File: src/rtl/system_mdr_pkg.sv
// Shared types and constants for the multiply/divide/root (MDR) issuer and core.
// Operation codes, one-hot core enables, issuer FSM states and the data width.
package system_mdr_pkg;

   localparam int DW = 16;

   typedef logic [DW-1:0] data_t;

   typedef enum logic [1:0] {
      OP_MULT = 2'd0,
      OP_DIV  = 2'd1,
      OP_ROOT = 2'd2,
      OP_RSVD = 2'd3
   } op_t;

   typedef logic [2:0] enb_t;

   localparam enb_t ENB_MULT = 3'b001;
   localparam enb_t ENB_DIV  = 3'b010;
   localparam enb_t ENB_ROOT = 3'b100;

   typedef enum logic [1:0] {
      IDLE  = 2'd0,
      ISSUE = 2'd1,
      WAIT  = 2'd2,
      RESP  = 2'd3
   } mdr_state_t;

   // Reserved op maps to no enable so the core can never be started by it.
   function automatic enb_t op_enb(input op_t op);
      enb_t enb;
      case (op)
         OP_MULT: enb = ENB_MULT;
         OP_DIV:  enb = ENB_DIV;
         OP_ROOT: enb = ENB_ROOT;
         default: enb = '0;
      endcase
      return enb;
   endfunction

endpackage

File: src/rtl/mdr_watchdog.sv
// Cycle counter that flags expiry when a running count would reach LIMIT.
// Only instantiated by mdr_issuer when MDR_TIMEOUT_EN is defined.
module mdr_watchdog #(
   parameter int LIMIT = 64
) (
   input  logic clk,
   input  logic rst,
   input  logic clear,
   input  logic run,
   output logic expired
);

   localparam int CW = $clog2(LIMIT + 1);

   logic [CW-1:0] count_reg;
   logic [CW-1:0] count_next;

   always_comb begin
      count_next = count_reg;
      if (clear) begin
         count_next = '0;
      end else if (run && (count_reg != CW'(LIMIT))) begin
         count_next = count_reg + 1'b1;
      end
   end

   // Expiry is raised on the cycle whose closing edge brings the count to LIMIT.
   assign expired = run && (count_reg == CW'(LIMIT - 1));

   always_ff @(posedge clk) begin
      if (!rst) begin
         count_reg <= '0;
      end else begin
         count_reg <= count_next;
      end
   end

endmodule

File: src/rtl/mdr_issuer.sv
// Initiator-side sequencer for the MDR core: accepts one request, starts the core, returns the result.
// Optional done-timeout watchdog is built when MDR_TIMEOUT_EN is defined.
module mdr_issuer
   import system_mdr_pkg::*;
#(
   parameter int TIMEOUT_CYCLES = 64
) (
   input  logic  clk,
   input  logic  rst,
   input  logic  i_valid,
   output logic  o_ready,
   input  op_t   i_op,
   input  data_t i_dataX,
   input  data_t i_dataY,
   output data_t o_dataX,
   output data_t o_dataY,
   output enb_t  o_enable,
   input  logic  i_done,
   input  data_t i_result,
   input  data_t i_remainder,
   output logic  o_valid,
   input  logic  i_ready,
   output data_t o_result,
   output data_t o_remainder,
   output logic  o_error
);

   mdr_state_t state_reg, state_next;
   op_t        op_reg, op_next;
   data_t      x_reg, x_next;
   data_t      y_reg, y_next;
   data_t      result_reg, result_next;
   data_t      rem_reg, rem_next;
   logic       error_reg, error_next;
   logic       live_reg;
   logic       accept;
   logic       wd_expired;

   // live_reg keeps o_ready low for the cycle following a reset edge.
   assign o_ready  = live_reg && (state_reg == IDLE);
   assign accept   = i_valid && o_ready;

   assign o_dataX     = x_reg;
   assign o_dataY     = y_reg;
   assign o_enable    = (state_reg == ISSUE) ? op_enb(op_reg) : '0;
   assign o_valid     = (state_reg == RESP);
   assign o_result    = result_reg;
   assign o_remainder = rem_reg;
   assign o_error     = error_reg;

`ifdef MDR_TIMEOUT_EN
   logic wd_run;

   assign wd_run = (state_reg == ISSUE) || (state_reg == WAIT);

   mdr_watchdog #(
      .LIMIT   (TIMEOUT_CYCLES)
   ) u_watchdog (
      .clk     (clk),
      .rst     (rst),
      .clear   (accept),
      .run     (wd_run),
      .expired (wd_expired)
   );
`else
   assign wd_expired = 1'b0;
`endif

   always_comb begin
      state_next  = state_reg;
      op_next     = op_reg;
      x_next      = x_reg;
      y_next      = y_reg;
      result_next = result_reg;
      rem_next    = rem_reg;
      error_next  = error_reg;

      case (state_reg)
         IDLE: begin
            if (accept) begin
               op_next = i_op;
               x_next  = i_dataX;
               y_next  = (i_op == OP_ROOT) ? '0 : i_dataY;
               case (i_op)
                  OP_MULT, OP_ROOT: begin
                     state_next = ISSUE;
                  end
                  OP_DIV: begin
                     if (i_dataY == '0) begin
                        state_next  = RESP;
                        error_next  = 1'b1;
                        result_next = '1;
                        rem_next    = i_dataX;
                     end else begin
                        state_next = ISSUE;
                     end
                  end
                  default: begin
                     state_next  = RESP;
                     error_next  = 1'b1;
                     result_next = '0;
                     rem_next    = '0;
                  end
               endcase
            end
         end

         // Completion is accepted in ISSUE as well; done beats a coincident timeout.
         ISSUE, WAIT: begin
            state_next = WAIT;
            if (i_done) begin
               state_next  = RESP;
               error_next  = 1'b0;
               result_next = i_result;
               rem_next    = i_remainder;
            end else if (wd_expired) begin
               state_next  = RESP;
               error_next  = 1'b1;
               result_next = '0;
               rem_next    = '0;
            end
         end

         RESP: begin
            if (i_ready) begin
               state_next = IDLE;
            end
         end

         default: begin
            state_next = IDLE;
         end
      endcase
   end

   always_ff @(posedge clk) begin
      if (!rst) begin
         state_reg  <= IDLE;
         op_reg     <= OP_MULT;
         x_reg      <= '0;
         y_reg      <= '0;
         result_reg <= '0;
         rem_reg    <= '0;
         error_reg  <= 1'b0;
         live_reg   <= 1'b0;
      end else begin
         state_reg  <= state_next;
         op_reg     <= op_next;
         x_reg      <= x_next;
         y_reg      <= y_next;
         result_reg <= result_next;
         rem_reg    <= rem_next;
         error_reg  <= error_next;
         live_reg   <= 1'b1;
      end
   end

endmodule

File: config.mk
export PLATFORM = sky130hd
export DESIGN_NAME = mdr_issuer
export DESIGN_NICKNAME = d
export VERILOG_FILES = /design/src/rtl/system_mdr_pkg.sv /design/src/rtl/mdr_watchdog.sv /design/src/rtl/mdr_issuer.sv
export SDC_FILE = /design/constraint.sdc
export NUM_CORES = 1
export LEC_CHECK = 0
export ABC_AREA = 1
export CORE_MARGIN = 5
export CORE_UTILIZATION = 45
export CTS_BUF_LIST = sky130_fd_sc_hd__clkbuf_8
export DETAILED_ROUTE_END_ITERATION = 10
export HOLD_SLACK_MARGIN = 0.15
export PLACE_DENSITY = 0.84
export REMOVE_ABC_BUFFERS = 1
export SLEW_MARGIN = 20
export SYNTH_ARGS = -nofsm -noshare
export SYNTH_HDL_FRONTEND = slang
export SYNTH_SLANG_ARGS = --single-unit
File: constraint.sdc
create_clock -name clk -period 3.43 [get_ports clk]
set_input_delay 0.5145 -clock clk [delete_from_list [all_inputs] [get_ports clk]]
set_output_delay 0.5145 -clock clk [all_outputs]
set_load 0.02 [all_outputs]
==> reports/metrics.cfg, run 1 <==
[sta]
worst_pin_slew_ns = 1.014
fin_skew_ns = 0.007878
finalHoldViolCount = 0
fin_tns_setup_ns = 0
fmax_ghz = 0.4158
relSlewSlack_pct = 32.30
slew_violations = 0
fin_crit_ns = 2.405
layout_worst_path_cycle_share_pct = 70.12
rsz0062_at_grt = false
setup-violations-final = 0
layout_setup_ws_ns = 1.025

[clock_network]
worstSkewPairLatency_ns = 0.34
clockBufferDepth = 2
cts_tree = done
cts_setup_buffers = 0
cts_sinks = 70
clkTransAtPathRegs_ns = 0.07
cts_buffers = 9
cts_resized = 0
cts-root-buf = clkbuf_8
postCtsHoldBufs = 0
htreeDepth = 3

[layout]
n_antenna_cell = 0
final_util_pct = 70.80
final_cells = 682
fillers = 583
nNetsFinal = 655
area_delta_synth_final_pct = 51.19
drive_above_1_share_pct = 5.119

[floorplanning]
dieArea_um2 = 8940
core_um2 = 6869
io_pins = 141
fp.dieH_um = 94.55
row_count = 30
dieWidth_um = 94.55
initial_core_util_pct = 46.83

[place]
dpl.cell_count = 666
dpl.hpwl_mm = 7.080
gp_congestion = 0.8206
io_buffers = 140
pre_cts_ws_ns = 0.8769

[setup_path]
r2r_setup_slack_ns = 1.02
critPathMaxStageDelay_ns = 0.46
critPathMaxFanout = 42
cp.depth = 12
endpoint_kind = flip-flop
crit_chain = inv_1 -> ha_1 -> nand2_1 -> inv_2 -> nand2_4 -> inv_2 -> nor2_2 -> nor2_4 -> buf_12 -> nand4_1 -> nand2_1 -> nor2_1
cpMaxStageDelayCell = nor2_4
r2r-end = o_result[12]
worstPathArrival_ns = 2.64
path_buf_inv = 4
critPathTopFamily = simple AND/OR/NAND/NOR gates
worstSetupStartpointType = flip-flop
r2r_cells = 12
cp.required_ns = 3.66
worstSetupPathType = flip-flop to flip-flop
reg2reg_from = state_reg[0]

[power]
power_frac_comb_pct = 55.8
seqPwrFrac_pct = 26.5
switching_share_pct = 43.20
peakVddDrop_v = 0.0003807
clock_power_share_pct = 17.7
internal_power_mw = 2.452
power_switching_mw = 1.865
powerDensity_nw_per_um2 = 887.7
total_leakage_power_nw = 1.927

[hold_path]
worstHoldStart = o_dataX[7]
hold_depth = 2
hold_class = flip-flop to flip-flop
worstHoldEndpoint = o_dataX[7]

[yosys]
ys_ff_latch = 70
synth_top_area_share_pct = 43.56
yosysUniqueCellTypes = 20
synth_xor_area_share_pct = 0
synthSimpleGateAreaFrac_pct = 30.92
synth_warnings = 0
synth_adder_area_share_pct = 1.167
netlist_instances = 459
synth_mux_area_share_pct = 0
syn_area_um2 = 3217
synth_top_family_by_area = simple AND/OR/NAND/NOR gates
synth.top_cells.by_area = dfxtp_1, nand2_1, a21oi_1
synth_compound_area_share_pct = 15.56
synth_top_area_cell = dfxtp_1
yosysSeqAreaShare_pct = 43.56
syn_area_per_cell_um2 = 7.008

[status]
status = finished clean

[global_routing]
grt_use_met2_pct = 35.64
grt_busiest_layer = met2
use_met1_pct = 28.63
grtUsageMet3_pct = 7.490
grt_usage_pct = 23.03
grt_max_degree = 43
antenna_found_initial = 0
grt.overflow.total = 0
grt_pass1_wl_mm = 16.33
grt_pass1_vias = 3483

[drt]
wl_per_cell_um = 15.47
drtIter0Drc = 208
postRouteWirelength_mm = 10.55
num_vias = 3646
dr.pass1.iters = 5
ant_nets = 0
drc = 0
vias_per_cell = 5.346

[flow_run]
cap_viol_max_count = 0

[area by class of cell]
cell class | count | area [µm²] | share of cell area, %
clock inverters | 4 | 68.82 | 1.415
clock buffers | 12 | 165.2 | 3.396
repair buffers | 147 | 1466 | 30.15
well taps | 96 | 120.1 | 2.470
multi-input cells | 324 | 1533 | 31.52
flip-flops and latches | 70 | 1401 | 28.81
inverters | 29 | 108.9 | 2.238
[worst max path at each step]
stage          slack (ns)        endpoint    startpoint
6_report             1.02    o_result[12]  state_reg[0]
3_3_place_gp         0.92  o_remainder[1]       i_valid
4_1_cts              1.06    o_result[12]  state_reg[0]
5_1_grt              0.83    o_result[10]  state_reg[0]
2_1_floorplan        0.83         o_error  state_reg[0]
3_5_place_dp         0.88    o_result[12]       i_valid
[metrics by stage]
step	area (µm²)	total power, mW	hold slack [ns]
floorplan	3043	2.620	0.4580
global placement	4629	3.481	0.4506
detailed placement	4629	3.538	0.4563
CTS	4863	4.313	0.4648
global route	4863	4.604	0.4908
finish	4863	4.317	0.4655
[layout by cell type, fill, tap and decap left out]
cell / count
clkdlybuf4s50_1: 140
nand2_1: 125
a21oi_1: 71
dfxtp_1: 70
nor2_1: 45
nand4_1: 33
inv_1: 26
nand3_1: 19
a22oi_1: 16
clkbuf_8: 12
buf_4: 6
inv_2: 4
o21ai_0: 4
nor3_1: 3
ha_1: 3
nor2_4: 2
bufinv_16: 2
o21ai_1: 1
nand2_4: 1
nor2_2: 1
clkinv_2: 1
buf_12: 1
[Yosys cell counts, drive strengths merged]
| master | n |
|---|---|
| nand4 | 33 |
| nor3 | 3 |
| buf | 15 |
| nor2 | 48 |
| nand3 | 19 |
| dfxtp | 70 |
| clkbuf | 21 |
| a21oi | 71 |
| ha | 3 |
| nand2 | 126 |
| a22oi | 16 |
| inv | 29 |
| o21ai | 5 |
[tightest hold or removal path: cells and delay by family, from the launching register on]
| kind | cells | cell delay (ns) |
|---|---|---|
| flops | 1 | 0.31 |
| simple gates | 1 | 0.06 |
| compound gates | 1 | 0.05 |
[kinds of logic (layout without fill, tap and decap cells)]
logic type | Yosys count | in the layout
flip-flops | 70 | 70
AO/OA/AOI/OAI | 92 | 92
adder cells (fa/ha/maj) | 3 | 3
AND/OR/NAND/NOR | 229 | 229
buffers and inverters | 65 | 192
[power by group through the flow]
stage / clock [mW] / sequential, mW / combinational, mW
CTS: 0.776 / 1.14 / 2.39
finish: 0.764 / 1.14 / 2.41
detailed placement: 0 / 1.16 / 2.38
global placement: 0 / 1.15 / 2.33
global route: 0.802 / 1.17 / 2.63
floorplan: 0 / 1.37 / 1.25
[layer usage]
metal | wire length [µm] | up-vias
met3 | 1247 | 24
met5 | 0 | -
met1 | 4282 | 1645
met4 | 223 | 0
li1 | - | 1769
met2 | 4797 | 208
Power figures use the tool's default switching activity.
==> run 2: changes to the inputs <==
--- a/config.mk
+++ b/config.mk
@@ -7,11 +7,11 @@
 export LEC_CHECK = 0
 export ABC_AREA = 1
 export CORE_MARGIN = 5
-export CORE_UTILIZATION = 45
+export CORE_UTILIZATION = 43
 export CTS_BUF_LIST = sky130_fd_sc_hd__clkbuf_8
 export DETAILED_ROUTE_END_ITERATION = 10
 export HOLD_SLACK_MARGIN = 0.15
-export PLACE_DENSITY = 0.84
+export PLACE_DENSITY = 0.81
 export REMOVE_ABC_BUFFERS = 1
 export SLEW_MARGIN = 20
 export SYNTH_ARGS = -nofsm -noshare
==> constraint.sdc (replaced) <==
create_clock -name clk -period 2.4 [get_ports clk]
set_input_delay 0.36 -clock clk [delete_from_list [all_inputs] [get_ports clk]]
set_output_delay 0.36 -clock clk [all_outputs]
set_load 0.02 [all_outputs]
==> run 2 against run 1 <==
Effect of this change:
- register-to-register slack got worse by 0.50 ns
- utilization fell by 2.9 points
- critical endpoint is now o_ready
- sequential power rose by 43%
- cell count rose by 1.0%
- final area rose by 1.2%
- hold slack got worse by 0.0015 ns
- highest routed layer unchanged
- combinational power rose by 46%
- non-clock buffer count rose by 4
- largest cell class unchanged
- critical path type is now flip-flop to output port
- global-route usage barely moved
- flip-flop and latch count did not move
- first-iteration DRC count fell by 0.48%
==> reports/metrics.cfg, run 2 (same netlist as run 1, synthesis figures left out) <==
[layout]
area_delta_synth_final_pct = 53.01
final_util_pct = 67.86  ; -2.9 points
drive_above_1_share_pct = 5.763  ; +0.64 points
nNetsFinal = 659  ; +0.61%
n_antenna_cell = 0  ; unchanged
regArea_um2 = 1401  ; unchanged
layout_common_cells = clkdlybuf4s50_1, nand2_1, a21oi_1, dfxtp_1, nor2_1
final_common_cell = clkdlybuf4s50_1
fillers = 630  ; +8.1%
multi_input_area_um2 = 1533  ; unchanged

[drt]
postRouteWirelength_mm = 10.79  ; +2.3%
vias_per_cell = 5.181  ; -3.1%
dr.pass1.iters = 4  ; -1
wl_per_cell_um = 15.67  ; +1.3%
drtIter0Drc = 207  ; -0.48%
ant_nets = 0  ; unchanged
drc = 0  ; unchanged
num_vias = 3570  ; -2.1%

[power]
peakVddDrop_v = 0.0005875  ; +54%
total_leakage_power_nw = 1.956  ; +1.5%
powerDensity_nw_per_um2 = 1270  ; +43%

[global_routing]
grt_usage_pct = 23.06  ; +0.026 points
grt_pass1_vias = 3581  ; +2.8%
grt.overflow.total = 0  ; unchanged
antenna_found_initial = 0  ; unchanged
grt_pass1_wl_mm = 16.77  ; +2.7%
grt_max_degree = 48  ; +12%

[floorplanning]
fp.dieH_um = 96.49  ; +2.1%
dieWidth_um = 96.49  ; +2.1%
dieArea_um2 = 9310  ; +4.1%
core_um2 = 7253  ; +5.6%
initial_core_util_pct = 44.35  ; -2.5 points
io_pins = 141  ; unchanged
row_count = 31  ; +3.3%

[clock_network]
cts_setup_buffers = 0  ; unchanged
clkTransAtPathRegs_ns = 0.07  ; about the same
postCtsHoldBufs = 0  ; unchanged
htreeDepth = 3  ; unchanged
cts-root-buf = clkbuf_8
cts_tree = done
clockBufferDepth = 2  ; unchanged
cts_buffers = 9  ; unchanged
worstSkewPairLatency_ns = 0.34  ; about the same
cts_resized = 0  ; unchanged
cts_sinks = 70  ; unchanged

[flow_run]
cap_viol_max_count = 0  ; unchanged

[setup_path]
critPathMaxFanout = 5  ; -88%
endpoint_kind = output port
worstSetupStartpointType = flip-flop
worstPathArrival_ns = 1.77  ; -0.87 ns
cp.required_ns = 2.04  ; -1.62 ns
worstSetupPathType = flip-flop to output port

[sta]
slew_violations = 0  ; unchanged
layout_setup_ws_ns = 0.2744  ; -0.7505 ns
fin_skew_ns = 0.007529  ; -0.0003489 ns
fmax_ghz = 0.4705
finalHoldViolCount = 0  ; unchanged
relSlewSlack_pct = 66.66  ; +34 points
layout_worst_path_cycle_share_pct = 88.57
rsz0062_at_grt = false
setup-violations-final = 0  ; unchanged
worst_pin_slew_ns = 0.4989  ; -0.5155 ns
fin_crit_ns = 2.126
hold_ws_ns = 0.4640  ; -0.001485 ns

[hold_path]
hold_class = flip-flop to flip-flop

[place]
io_buffers = 140  ; unchanged
dpl.hpwl_mm = 7.322  ; +3.4%
pre_cts_ws_ns = 0.4118  ; -0.4652 ns
gp_congestion = 0.8081  ; -1.5%

[status]
status = finished clean

## run 2: critical path, cell delays in order, from the launching register on
cell and delay [ns]:
dfxtp_1 0.35, inv_1 0.07, ha_1 0.24, nand2_1 0.09
inv_2 0.08, clkdlybuf4s50_1 0.60
## run 2: metal layers
layer	track usage [%]	wire, µm	vias up
met3	7.978	1202	13
met1	27.47	4418	1644
met2	38.68	5063	135
met5	0	0	-
met4	7.827	109	0
li1	-	-	1778
## run 2: through the flow
| stage | area, µm² | power (mW) | TNS (ns) | cells |
|---|---|---|---|---|
| 2_1_floorplan | 3043 | 3.745 | -6.312 | 423 |
| 3_3_place_gp | 4688 | 5.075 | 0 | 673 |
| 3_5_place_dp | 4688 | 5.164 | 0 | 673 |
| 4_1_cts | 4922 | 6.279 | 0 | 689 |
| 5_1_grt | 4922 | 6.726 | 0 | 689 |
| 6_report | 4922 | 6.253 | 0 | 689 |
## run 2: where the power goes
group	internal, mW	switching (mW)
registers	1.47	0.167
clock network	0.665	0.433
logic	1.43	2.09
## run 2: layout make-up
type / count / share of cell area (%)
clock inverter: 4 / 1.398
tap: 99 / 2.517
sequential: 70 / 28.47
clock buffer: 12 / 3.355
inverter: 29 / 2.211
timing repair buffer: 151 / 30.91
multi-input combinational: 324 / 31.14
## run 2: path summary, 6_finish.rpt
path | start | cells after the start | to | slack, ns
max reg2reg | state_reg[0] | 11 | o_result[10] | 0.52
min | o_dataX[11] | 2 | o_dataX[11] | 0.46
min reg2reg | o_dataX[11] | 2 | o_dataX[11] | 0.46
max | state_reg[0] | 5 | o_ready | 0.27
